<file path="src/rtl/step_pulse_ctrl.sv">
// step_pulse_ctrl: pushbutton step controller for clocked sequential datapaths.
// A prescaler divides MHz into a sampling tick. PS3 is debounced by a
// press/release FSM that advances only on ticks. Each accepted press issues
// a single-cycle step enable, with the synchronized W captured alongside it.
// Optional feature macro: STEP_AUTOREPEAT_EN (auto-repeat steps while held).
module step_pulse_ctrl #(
    parameter int DIV          = 10000,
    parameter int DB_TICKS     = 11
`ifdef STEP_AUTOREPEAT_EN
   ,parameter int REPEAT_DELAY = 500,
    parameter int REPEAT_RATE  = 100
`endif
) (
    input  logic       MHz,
    input  logic       Reset,
    input  logic       PS3,
    input  logic       W,
    output logic       tick,
    output logic       step,
    output logic       w_smp,
    output logic       held,
    output logic [7:0] step_cnt
);

    localparam int PRE_W = $clog2(DIV);
    localparam int DB_W  = $clog2(DB_TICKS) + 1;

    typedef enum logic [1:0] {IDLE, ARM, HELD, REL} state_t;

    logic             ps3_m, ps3_s;
    logic             w_m, w_s;
    logic [PRE_W-1:0] pre_cnt;
    logic [DB_W-1:0]  db_cnt;
    state_t           state;

`ifdef STEP_AUTOREPEAT_EN
    localparam int RPT_W = $clog2(REPEAT_DELAY + REPEAT_RATE + 1);
    logic [RPT_W-1:0] rpt_cnt;
    logic [RPT_W-1:0] rpt_nxt;
    assign rpt_nxt = rpt_cnt + 1'b1;
`endif

    // Two-flop synchronizers for the asynchronous button and data switch
    always_ff @(posedge MHz) begin
        if (Reset) begin
            ps3_m <= 1'b0;
            ps3_s <= 1'b0;
            w_m   <= 1'b0;
            w_s   <= 1'b0;
        end else begin
            ps3_m <= PS3;
            ps3_s <= ps3_m;
            w_m   <= W;
            w_s   <= w_m;
        end
    end

    // Prescaler: counts 0..DIV-1, tick is the terminal-count decode
    always_ff @(posedge MHz) begin
        if (Reset) begin
            pre_cnt <= '0;
        end else if (pre_cnt == PRE_W'(DIV - 1)) begin
            pre_cnt <= '0;
        end else begin
            pre_cnt <= pre_cnt + 1'b1;
        end
    end

    assign tick = (pre_cnt == PRE_W'(DIV - 1));

    // Debounce FSM with registered step, captured W and held decode
    always_ff @(posedge MHz) begin
        if (Reset) begin
            state   <= IDLE;
            db_cnt  <= '0;
            step    <= 1'b0;
            w_smp   <= 1'b0;
            held    <= 1'b0;
`ifdef STEP_AUTOREPEAT_EN
            rpt_cnt <= '0;
`endif
        end else begin
            // step only ever lasts one cycle; ticks are at least two clocks apart
            step <= 1'b0;
            held <= (state == HELD) || (state == REL);
            if (tick) begin
                case (state)
                    IDLE: begin
                        if (ps3_s) begin
                            state  <= ARM;
                            db_cnt <= DB_W'(1);
                        end
                    end
                    ARM: begin
                        if (!ps3_s) begin
                            state  <= IDLE;
                            db_cnt <= '0;
                        end else if (db_cnt == DB_W'(DB_TICKS - 1)) begin
                            state   <= HELD;
                            db_cnt  <= '0;
                            step    <= 1'b1;
                            w_smp   <= w_s;
`ifdef STEP_AUTOREPEAT_EN
                            rpt_cnt <= '0;
`endif
                        end else begin
                            db_cnt <= db_cnt + 1'b1;
                        end
                    end
                    HELD: begin
                        if (!ps3_s) begin
                            state   <= REL;
                            db_cnt  <= DB_W'(1);
`ifdef STEP_AUTOREPEAT_EN
                            rpt_cnt <= '0;
                        end else if (rpt_nxt == RPT_W'(REPEAT_DELAY + REPEAT_RATE)) begin
                            // fold back so each later repeat is REPEAT_RATE ticks apart
                            rpt_cnt <= RPT_W'(REPEAT_DELAY);
                            step    <= 1'b1;
                            w_smp   <= w_s;
                        end else begin
                            rpt_cnt <= rpt_nxt;
                            if (rpt_nxt == RPT_W'(REPEAT_DELAY)) begin
                                step  <= 1'b1;
                                w_smp <= w_s;
                            end
`endif
                        end
                    end
                    REL: begin
                        if (ps3_s) begin
                            state   <= HELD;
                            db_cnt  <= '0;
`ifdef STEP_AUTOREPEAT_EN
                            rpt_cnt <= '0;
`endif
                        end else if (db_cnt == DB_W'(DB_TICKS - 1)) begin
                            state  <= IDLE;
                            db_cnt <= '0;
                        end else begin
                            db_cnt <= db_cnt + 1'b1;
                        end
                    end
                    default: begin
                        state  <= IDLE;
                        db_cnt <= '0;
                    end
                endcase
            end
        end
    end

    // Step counter, wraps naturally at 8 bits
    always_ff @(posedge MHz) begin
        if (Reset) begin
            step_cnt <= '0;
        end else if (step) begin
            step_cnt <= step_cnt + 1'b1;
        end
    end

endmodule

</file>
<file path="config.mk">
export PLATFORM = sky130hd
export DESIGN_NAME = step_pulse_ctrl
export DESIGN_NICKNAME = d
export VERILOG_FILES = /design/src/rtl/step_pulse_ctrl.sv
export SDC_FILE = /design/constraint.sdc
export NUM_CORES = 1
export LEC_CHECK = 0
export CAP_MARGIN = 20
export CORE_UTILIZATION = 40
export CTS_CLUSTER_DIAMETER = 150
export DETAILED_ROUTE_END_ITERATION = 10
export MAX_ROUTING_LAYER = met4
export SLEW_MARGIN = 20
export SYNTH_ARGS = -nofsm -noshare
export SYNTH_HDL_FRONTEND = slang
export SYNTH_SLANG_ARGS = --single-unit
export TNS_END_PERCENT = 10
</file>
<file path="constraint.sdc">
create_clock -name MHz -period 6.1 [get_ports MHz]
set_input_delay 0.61 -clock MHz [delete_from_list [all_inputs] [get_ports MHz]]
set_output_delay 0.61 -clock MHz [all_outputs]
set_load 0.01 [all_outputs]
</file>
==> reports/metrics.cfg <==
[yosys]
ys_seq_elements=36
yosysWarningCount=0
synth_fa_ha_area_share_pct=3.273
syn_area_per_cell_um2=8.889
synth_edf_count=0
synth_area_leaders=dfxtp_1 47%, xnor2_1 5.7%, nor2_1 5.6%
synth_compound_area_share_pct=6.956
ys.flop_type=dfxtp_1
yosysTopAreaCell=dfxtp_1
ys_types=30
syn-cell-area_um2=1529
synthSimpleGateAreaFrac_pct=28.48
synth_top_area_share_pct=47.14
synth_fp_nets=180
ys_seq_area_share_pct=47.14
synth_top_family_by_area=simple AND/OR/NAND/NOR gates
async_flop_share_pct=0
yosys.area_share.xor_xnor_pct=10.88
netlist_instances=172
synth.area.mux_share_pct=0.6547

[min_path]
min_path_type=reg -> reg
holdPathStages=1

[timing]
finClkSkew_ns=0.006845
final.min_clock_period_ns=3.060
fin_ws_ns=3.040
slew_viol_final=0
fin_setup_tns_ns=0
fin_hold_ws_ns=0.4371
max_freq_mhz=326.8
finalHoldViolCount=0
rsz0062_at_grt=no
finalCritPeriodShare_pct=50.16
slew-limit-headroom_pct=43.24
setup-violations-final=0
worst_pin_slew_ns=0.8400

[cells_and_area]
layout_common_cells=36 x dfxtp_1, 23 x nor2_1, 15 x clkdlybuf4s50_1, 11 x nand3_1, 11 x nand2_1
layout_commonest_cell=dfxtp_1
fillCellCount=358
fin_nets=197
insertedDiodeCount=0
drive_gt1_share_pct=4.233
register_area_um2=720.7
multi_input_area_um2=768.2
layout.cells.non_filler=237
area_delta_synth_final_pct=17.43

[route]
wl_met1_um=1318
vias=1261
drt_iter0_markers=44
firstDrtPassIters=4
vias_per_cell=5.321
wl_met2_um=1397
route.antenna.remaining_nets=0
avgRoutedWirePerCell_um=12.20
routed.top_layer=met4
route.met3.wl_um=128
post-route-drc-count=0
wirelength_um=2892

[cts]
cts_tree=done
cts.repair.resized=0
clk_latency_ns=0.28
numCtsBuffers=5
cts.clk_slew.worst_paths_ns=0.07
htreeDepth=2
cts_hold_buf=0
postCtsSetupRepairBufs=0
cts_root_buffer=clkbuf_8
clock_sinks=36
cts_max_path_buffers=2

[power_and_ir_drop]
cellLeakagePower_nw=0.5942
ir_drop_mv=0.1555
power.density_nw_per_um2=225.9

[placement]
port_buffers=15
dp.cells=230
place_hpwl_um=2088
gp_congestion=0.7222
pre_cts_ws_ns=3.335

[worst_setup_path]
path_depth=3
rr_worst_depth=4
cp.required_ns=5.49
crit_chain=or4b_4 > nor4_1 > clkdlybuf4s50_1
cp.arrival_ns=2.45
slowest_delay_ns=0.66
worst-path-buf-inv=1
critPathMaxFanout=4
critPathKind=reg -> out
path_delay_family=simple AND/OR/NAND/NOR gates
slowest_stage=clkdlybuf4s50_1
crit_path_end_kind=primary output
cp-start-kind=register

[global_routing]
grt-ovfl-total=0
track_usage_pct=17.67
grt_pass1_wl_um=5451
antenna_found_initial=0
grt_pass1_vias=1289
grt_max_degree=25

[job]
drv_cap=0

[status]
outcome=completed

[die]
ios=16
core_um2=3661
die_area_um2=4074
dieWidth_um=63.83
die_height_um=63.83
start_util_pct=41.76
num_rows=22

## power by group
part / switching, mW / total (mW) / internal (mW)
sequential: 0.00229 / 0.240 / 0.238
clock: 0.0775 / 0.155 / 0.0775
combinational: 0.00596 / 0.0104 / 0.00447
## metal layers
metal,track usage [%],vias up
li1,-,631
met1,19.76,594
met2,28.99,30
met3,5.893,6
met4,6.818,0
met5,-,-
## registers in the layout, summed over array words and instances, names as in the netlist, named ones only
name,cells
db_cnt,5
ps3_s,1
step_cnt,8
held,1
state,1
ps3_m,1
w_s,1
w_m,1
w_smp,1
pre_cnt,14
step,1
## Yosys cell counts, types with 5 or more instances
cell type / instances
nor2b_1: 6
nand3_1: 11
nand4_1: 8
xnor2_1: 10
xor2_1: 9
dfxtp_1: 36
nor2_1: 23
o21ai_0: 9
nor3_1: 5
inv_1: 5
a21oi_1: 7
nand2_1: 11
## cell families after synthesis
family          count (synthesis)
compound gates                 20
xor+xnor                       19
fa+ha+maj                       4
buf+inv                        10
flops                          36
mux                             1
simple gates                   82
## through the flow
step / area (µm²) / power [mW] / util, %
after global placement: 1718 / 0.2551 / 46.92
after CTS: 1795 / 0.4108 / 49.04
after floorplan: 1529 / 0.2518 / -
after global routing: 1795 / 0.4258 / 49.04
final: 1795 / 0.4056 / 49.04
after detailed placement: 1718 / 0.2561 / 46.92
## layout make-up
cell class,instances,share of cell area (%)
clock buffer,6,4.042
clock inverter,1,0.2787
inverter,5,1.045
multi-input combinational,126,42.79
sequential,36,40.14
tap,48,3.345
timing repair buffer,15,8.362
## worst reg2reg max path, cell delays in order, from the launching register on
cell and delay, ns:
dfxtp_1 0.34, or4b_4 0.55, or4_4 0.61, or4b_1 0.52, a21oi_1 0.15
## final timing paths
| kind | startpoint | end | slack [ns] |
|---|---|---|---|
| hold reg to reg | w_m | w_s | 0.44 |
| hold / removal | w_m | w_s | 0.44 |
| setup / recovery | pre_cnt[11] | tick | 3.04 |
| setup reg to reg | pre_cnt[11] | db_cnt[1] | 3.86 |
Note: power is estimated with default switching activity, not from simulation.
